### src/rtl/ptp_slave_exchange.sv
// Slave-side PTP two-step exchange sequencer: captures t1/t3/t4, marks t2, issues
// Delay_Req and reports a complete, consistent exchange with a single status_ok.
module ptp_slave_exchange #(
    parameter int unsigned TIMEOUT_CYC = 125000,
    parameter int unsigned CYC_MAX     = 124999
) (
    input  logic        clk,
    input  logic        reset,
    input  logic        m_or_s,
    input  logic        rx_msg_valid,
    input  logic [3:0]  rx_msg_type,
    input  logic [15:0] rx_seq_id,
    input  logic [47:0] rx_ts_field,
    input  logic        tx_done,
    input  logic [47:0] tx_ts,
    output logic        send_delay_req,
    output logic [15:0] delay_req_seq,
    output logic        ts_2_record,
    output logic        ts_1_valid,
    output logic        ts_3_valid,
    output logic        ts_4_valid,
    output logic [47:0] ts_1,
    output logic [47:0] ts_3,
    output logic [47:0] ts_4,
    output logic        status_ok,
    output logic        timeout,
    output logic        fmt_err,
    output logic [15:0] exch_cnt,
    output logic [2:0]  state_dbg
);
    // Every input and output strobe is a single-cycle valid with no ready/back-pressure:
    // inputs are sampled on the edge that ends the cycle they are high, outputs are registered.
    typedef enum logic [2:0] {IDLE, REQ, WAIT_TX, WAIT_RESP, DONE} state_t;

    localparam int TW = $clog2(TIMEOUT_CYC + 1);

    state_t        state, state_nx;
    logic [TW-1:0] tmo_cnt, tmo_cnt_nx;
    logic [15:0]   seq_cnt;
    logic          done_wait, done_wait_nx;
    logic          is_sync, is_resp, cyc_ok, tmo_hit;
    logic          ts_1_ld, ts_3_ld, ts_4_ld;
    logic          req_nx, status_nx, timeout_nx, fmt_err_nx;

    assign is_sync   = rx_msg_valid && (rx_msg_type == 4'h0);
    assign is_resp   = rx_msg_valid && (rx_msg_type == 4'h9);
    assign cyc_ok    = 32'(rx_ts_field[16:0]) <= CYC_MAX;
    assign tmo_hit   = tmo_cnt == TW'(TIMEOUT_CYC - 1);
    assign state_dbg = state;

    always_comb begin
        state_nx     = state;
        tmo_cnt_nx   = tmo_cnt;
        done_wait_nx = 1'b0;
        ts_1_ld      = 1'b0;
        ts_3_ld      = 1'b0;
        ts_4_ld      = 1'b0;
        req_nx       = 1'b0;
        status_nx    = 1'b0;
        timeout_nx   = 1'b0;
        fmt_err_nx   = 1'b0;
        if (m_or_s) begin
            state_nx = IDLE;
        end else if (is_sync && cyc_ok) begin
            // A valid Sync always (re)starts the exchange, beating tx_done or Delay_Resp.
            ts_1_ld  = 1'b1;
            state_nx = REQ;
        end else begin
            fmt_err_nx = is_sync;
            case (state)
                IDLE: ;
                REQ: begin
                    req_nx     = 1'b1;
                    tmo_cnt_nx = '0;
                    state_nx   = WAIT_TX;
                end
                WAIT_TX: begin
                    tmo_cnt_nx = tmo_cnt + 1'b1;
                    if (tmo_hit) begin
                        timeout_nx = 1'b1;
                        state_nx   = IDLE;
                    end else if (tx_done) begin
                        ts_3_ld  = 1'b1;
                        state_nx = WAIT_RESP;
                    end
                end
                WAIT_RESP: begin
                    tmo_cnt_nx = tmo_cnt + 1'b1;
                    if (tmo_hit) begin
                        timeout_nx = 1'b1;
                        state_nx   = IDLE;
                    end else if (is_resp && rx_seq_id == delay_req_seq) begin
                        if (cyc_ok) begin
                            ts_4_ld  = 1'b1;
                            state_nx = DONE;
                        end else begin
                            fmt_err_nx = 1'b1;
                            state_nx   = IDLE;
                        end
                    end
                end
                DONE: begin
                    // Extra settle cycle so ts_4 is stable downstream before status_ok.
                    if (done_wait) begin
                        status_nx = 1'b1;
                        state_nx  = IDLE;
                    end else begin
                        done_wait_nx = 1'b1;
                    end
                end
                default: state_nx = IDLE;
            endcase
        end
    end

    always_ff @(posedge clk) begin
        if (reset) begin
            state          <= IDLE;
            tmo_cnt        <= '0;
            done_wait      <= 1'b0;
            seq_cnt        <= '0;
            send_delay_req <= 1'b0;
            delay_req_seq  <= '0;
            ts_2_record    <= 1'b0;
            ts_1_valid     <= 1'b0;
            ts_3_valid     <= 1'b0;
            ts_4_valid     <= 1'b0;
            ts_1           <= '0;
            ts_3           <= '0;
            ts_4           <= '0;
            status_ok      <= 1'b0;
            timeout        <= 1'b0;
            fmt_err        <= 1'b0;
            exch_cnt       <= '0;
        end else begin
            state          <= state_nx;
            tmo_cnt        <= tmo_cnt_nx;
            done_wait      <= done_wait_nx;
            send_delay_req <= req_nx;
            ts_2_record    <= ts_1_ld;
            ts_1_valid     <= ts_1_ld;
            ts_3_valid     <= ts_3_ld;
            ts_4_valid     <= ts_4_ld;
            status_ok      <= status_nx;
            timeout        <= timeout_nx;
            fmt_err        <= fmt_err_nx;
            if (req_nx) begin
                delay_req_seq <= seq_cnt;
                seq_cnt       <= seq_cnt + 16'd1;
            end
            if (ts_1_ld)   ts_1     <= rx_ts_field;
            if (ts_3_ld)   ts_3     <= tx_ts;
            if (ts_4_ld)   ts_4     <= rx_ts_field;
            if (status_nx) exch_cnt <= exch_cnt + 16'd1;
        end
    end
endmodule

### config.mk
export PLATFORM = sky130hd
export DESIGN_NAME = ptp_slave_exchange
export DESIGN_NICKNAME = d
export VERILOG_FILES = /design/src/rtl/ptp_slave_exchange.sv
export SDC_FILE = /design/constraint.sdc
export NUM_CORES = 1
export LEC_CHECK = 0
export CORE_MARGIN = 3
export CORE_UTILIZATION = 46
export DETAILED_ROUTE_END_ITERATION = 8
export GPL_TIMING_DRIVEN = 0
export PLACE_DENSITY = 0.8
export SLEW_MARGIN = 10
export SYNTH_ARGS = -nofsm -noshare
export SYNTH_HDL_FRONTEND = slang
export SYNTH_SLANG_ARGS = --single-unit
### constraint.sdc
create_clock -name clk -period 3.16 [get_ports clk]
set_clock_uncertainty 0.15 [all_clocks]
set_input_delay 0.79 -clock clk [delete_from_list [all_inputs] [get_ports clk]]
set_output_delay 0.79 -clock clk [all_outputs]
set_load 0.03 [all_outputs]
==> results by group <==
Timing
  • Maximum clock frequency: between 300 and 400 MHz
  • Final hold viol count: 0
  • PnR worst setup slack: approximately 0.099 ns
  • RSZ-0062 raised after global routing: yes
  • Headroom to the max-slew limit: roughly 58%
  • Slew @ Worst Pin: 0.6350 ns
  • # setup viols final: 0
  • Max-slew violation total from the final report: 0
  • Crit path time final: between 3 and 4 ns
  • Crit share post-route: 96.88%

Worst hold path
  • Hold_sp: ts_1[33]$_SDFFE_PP0P_
  • Hold/Removal Path Class: flop to flop
  • Hold depth: 2
  • Hold Path End: ts_1[33]$_SDFFE_PP0P_

Clocking
  • CTS Buffer Depth: 3
  • Htree depth: 1
  • Cts repair resizes: 2
  • Worst-path clk slew: about 0.060 ns
  • Later-pin clock latency in the skew report: approximately 0.51 ns
  • Clock root cell: clkbuf_16
  • Hold Buf Count CTS: 0
  • Clock tree sinks: 220
  • Post-CTS Setup Inserts: 0
  • CTS tree: built
  • Num CTS Buffers: 24

Yosys
  • FFs w/ async S/R, synth: 0%
  • Synth Register Bits: 220
  • Register area share after synthesis: around 49%
  • Unique masters post-synth: 48
  • Mapped cell area: 0.008921 mm2
  • Synth Instances: approximately 1,100
  • Mean Syn Cell Area: around 8.4 um2
  • EDFF count, synth: 0
  • Syn Nets: 1,183
  • Synthesis Warnings: 0
  • Most used DFF post-synth: dfxtp_1

Setup path
  • Max stage delay on crit path: a little over 0.6 ns
  • Worst r2r dst: fmt_err$_SDFF_PP0_
  • Logic depth of the worst register-to-register path: 6
  • Crit-path most repeated cell: buf_2
  • Capturing element type of the critical path: flop
  • Crit path DAT: between 3 and 4 ns
  • CP max stage cell: clkdlybuf4s50_1
  • Critical Path Source Type: input port
  • Critical path peak fanout: 10
  • Critical Path, Cell by Cell: clkdlybuf4s50_1 -> o311ai_2 -> a31o_2 -> a21oi_2 -> and4b_1 -> buf_2 -> buf_2 -> nand2_1 -> a21oi_1
  • Critical Path RT: approximately 3.4 ns
  • Flop2flop setup slack: ~0.46 ns
  • Crit path kind: input port to flop
  • RR Startpoint: delay_req_seq[10]$_SDFFE_PP0P_

Placed design
  • Placed Cells: between 1,500 and 2,000
  • DP HPWL: 20,840 um
  • Post-DP Area: 0.01232 mm2
  • Post-Place Worst Slack: -0.6322 ns
  • GPL Wtd Cong: 0.8714
  • I/O Buffers: 307

Finish
  • ANT cells: 0
  • Layout cell share with drive strength beyond 1: under 10%
  • Multi-input combinational cell area: ~0.0043 mm2
  • Reg area: approximately 0.0044 mm2
  • Final instance area: 0.01317 mm2
  • Final net count: 1,515
  • Fin util: a little over two thirds
  • Filler cells: 1,526
  • Non-Filler Instances: around 1,700
  • Layout area overhead: 47.67%

Drt
  • 1st-pass router iterations: 4
  • Vias per inst: 5.124
  • DRC Markers: 0
  • Via count: between 8,000 and 9,000
  • Iter 0 DRT Violations: approximately 390
  • Final WL: 27,960 um
  • DRT antenna net count: 0
  • DR WL/cell: about 17 um

Global route
  • Grt total ovfl: 0
  • GRT Total Usage: roughly 25%
  • Number of global-route vias before repair: ~8,300
  • Initial antenna violation count: 0
  • Pin count of the biggest net entering global routing: 14
  • First-pass GRT wire length: around 44,000 um

Die
  • Die ar.: 0.02110 mm2
  • Height of the die: about 150 um
  • Die width: 145.3 um
  • Initial core utilization: about 47%
  • FP Rows: 50
  • Io pins: about 310
  • Core footprint: approximately 0.019 mm2

Power
  • P per Cell Area: approximately 450 mW/mm2
  • Clock power share: between 40% and 50%
  • Sequential power share: 46.7%
  • Combinational group share of total power: 5.8%
  • Psw: 1.260 mW
  • Lkg Pwr: between 4 and 5 nW
  • Peak VDD IR: 0.3997 mV
  • Sw Share: 21.18%
  • Int Power: 4.689 mW

Job
  • Max cap viols: 0

Run status
  • Outcome: completed
[state kept, by name (all words and copies together), names as in the netlist, 3 cells and up]
| register | flops |
|---|---|
| ts_1 | 48 |
| ts_3 | 48 |
| ts_4 | 48 |
| tmo_cnt | 17 |
| delay_req_seq | 16 |
| exch_cnt | 16 |
| seq_cnt | 16 |
| state_dbg | 3 |
[cell families (layout without fill, tap and decap cells)]
family	after synthesis	in the layout	share of synthesized area, %
fa+ha+maj	3	3	0.4208
mux	49	49	5.498
simple gates	508	508	26.93
compound gates	158	158	9.495
buf+inv	72	420	3.478
flops	220	220	49.37
xor+xnor	49	49	4.811
[placed cells by master (no fill, tap or decap), types with 2 or more instances in the layout]
cell,n
and4_1,2
nor3_1,19
clkbuf_8,5
nand3b_1,4
o211ai_1,2
inv_1,8
and3_1,3
clkdlybuf4s50_1,307
nand2_1,255
bufinv_16,2
dfxtp_1,220
xnor2_1,31
nor2_1,52
mux2i_1,49
or3_1,16
ha_1,3
xor2_1,18
clkinv_2,3
clkbuf_2,2
or3b_2,2
buf_2,14
nand4_1,18
buf_6,2
or4_1,2
buf_4,2
nand3_1,18
nor4_1,6
clkbuf_16,25
o21ai_0,14
clkbuf_1,48
or2_2,2
nand2b_1,96
a21oi_1,128
[metal layers]
layer  global-route usage [%]  share of wire [%]  routed length, um
met5                        0                  0                  0
met4                    7.645                2.6                720
met3                    5.309                6.5               1824
met2                    43.42                 49              13630
met1                    32.30                 42              11780
[synth_stat cells, drive strengths merged, types with 19 or more instances]
library cell	instances	area (um2)
nand2	256	960.9
nor2	53	198.9
a21oi	129	645.6
clkbuf	46	172.7
mux2i	49	490.5
dfxtp	220	4404
nand2b	96	600.6
nand3	19	95.09
nor3	20	105.1
xnor2	31	271.5
[critical path: cells and delay by family]
kind,cells,cell delay [ns]
buf+inv,3,1.12
simple gates,2,0.41
compound gates,4,1.02
[power by group through the flow]
stage | clock, mW | sequential, mW | combinational (mW)
after floorplan | 0 | 2.85 | 0.105
final | 2.83 | 2.78 | 0.343
after global routing | 3.00 | 2.78 | 0.368
after global placement | 0 | 2.84 | 0.335
after detailed placement | 0 | 2.84 | 0.336
after CTS | 2.87 | 2.78 | 0.340
[worst max path at each step]
| stage | start | to | cells past startpoint |
|---|---|---|---|
| final | rx_ts_field[11] | ts_3[37]$_SDFFE_PP0P_ | 9 |
| after global routing | rx_ts_field[11] | ts_3[46]$_SDFFE_PP0P_ | 9 |
| after CTS | rx_ts_field[7] | ts_1[27]$_SDFFE_PP0P_ | 9 |
| after detailed placement | rx_msg_valid | ts_1[27]$_SDFFE_PP0P_ | 9 |
| after global placement | rx_ts_field[11] | ts_3[38]$_SDFFE_PP0P_ | 9 |
| after floorplan | rx_seq_id[10] | ts_4[0]$_SDFFE_PP0P_ | 8 |
[final cells by class]
type	instances	share of cell area, %
Inverter	8	0.2279
Clock buffer	35	5.414
Tap cell	260	2.469
Multi-Input combinational cell	767	32.32
Timing Repair Buffer	307	23.33
Buffer	63	2.118
Sequential cell	220	33.43
Clock inverter	7	0.6933
[per-stage QoR]
stage	power, mW	hold WS [ns]	TNS, ns
global route	6.143	0.3186	-0.1672
detailed placement	3.178	0.2957	-89.24
CTS	5.995	0.3037	0
global placement	3.177	0.2911	-85.31
floorplan	2.956	0.2871	0
finish	5.949	0.3023	0
(Power assumes the default switching activity.)
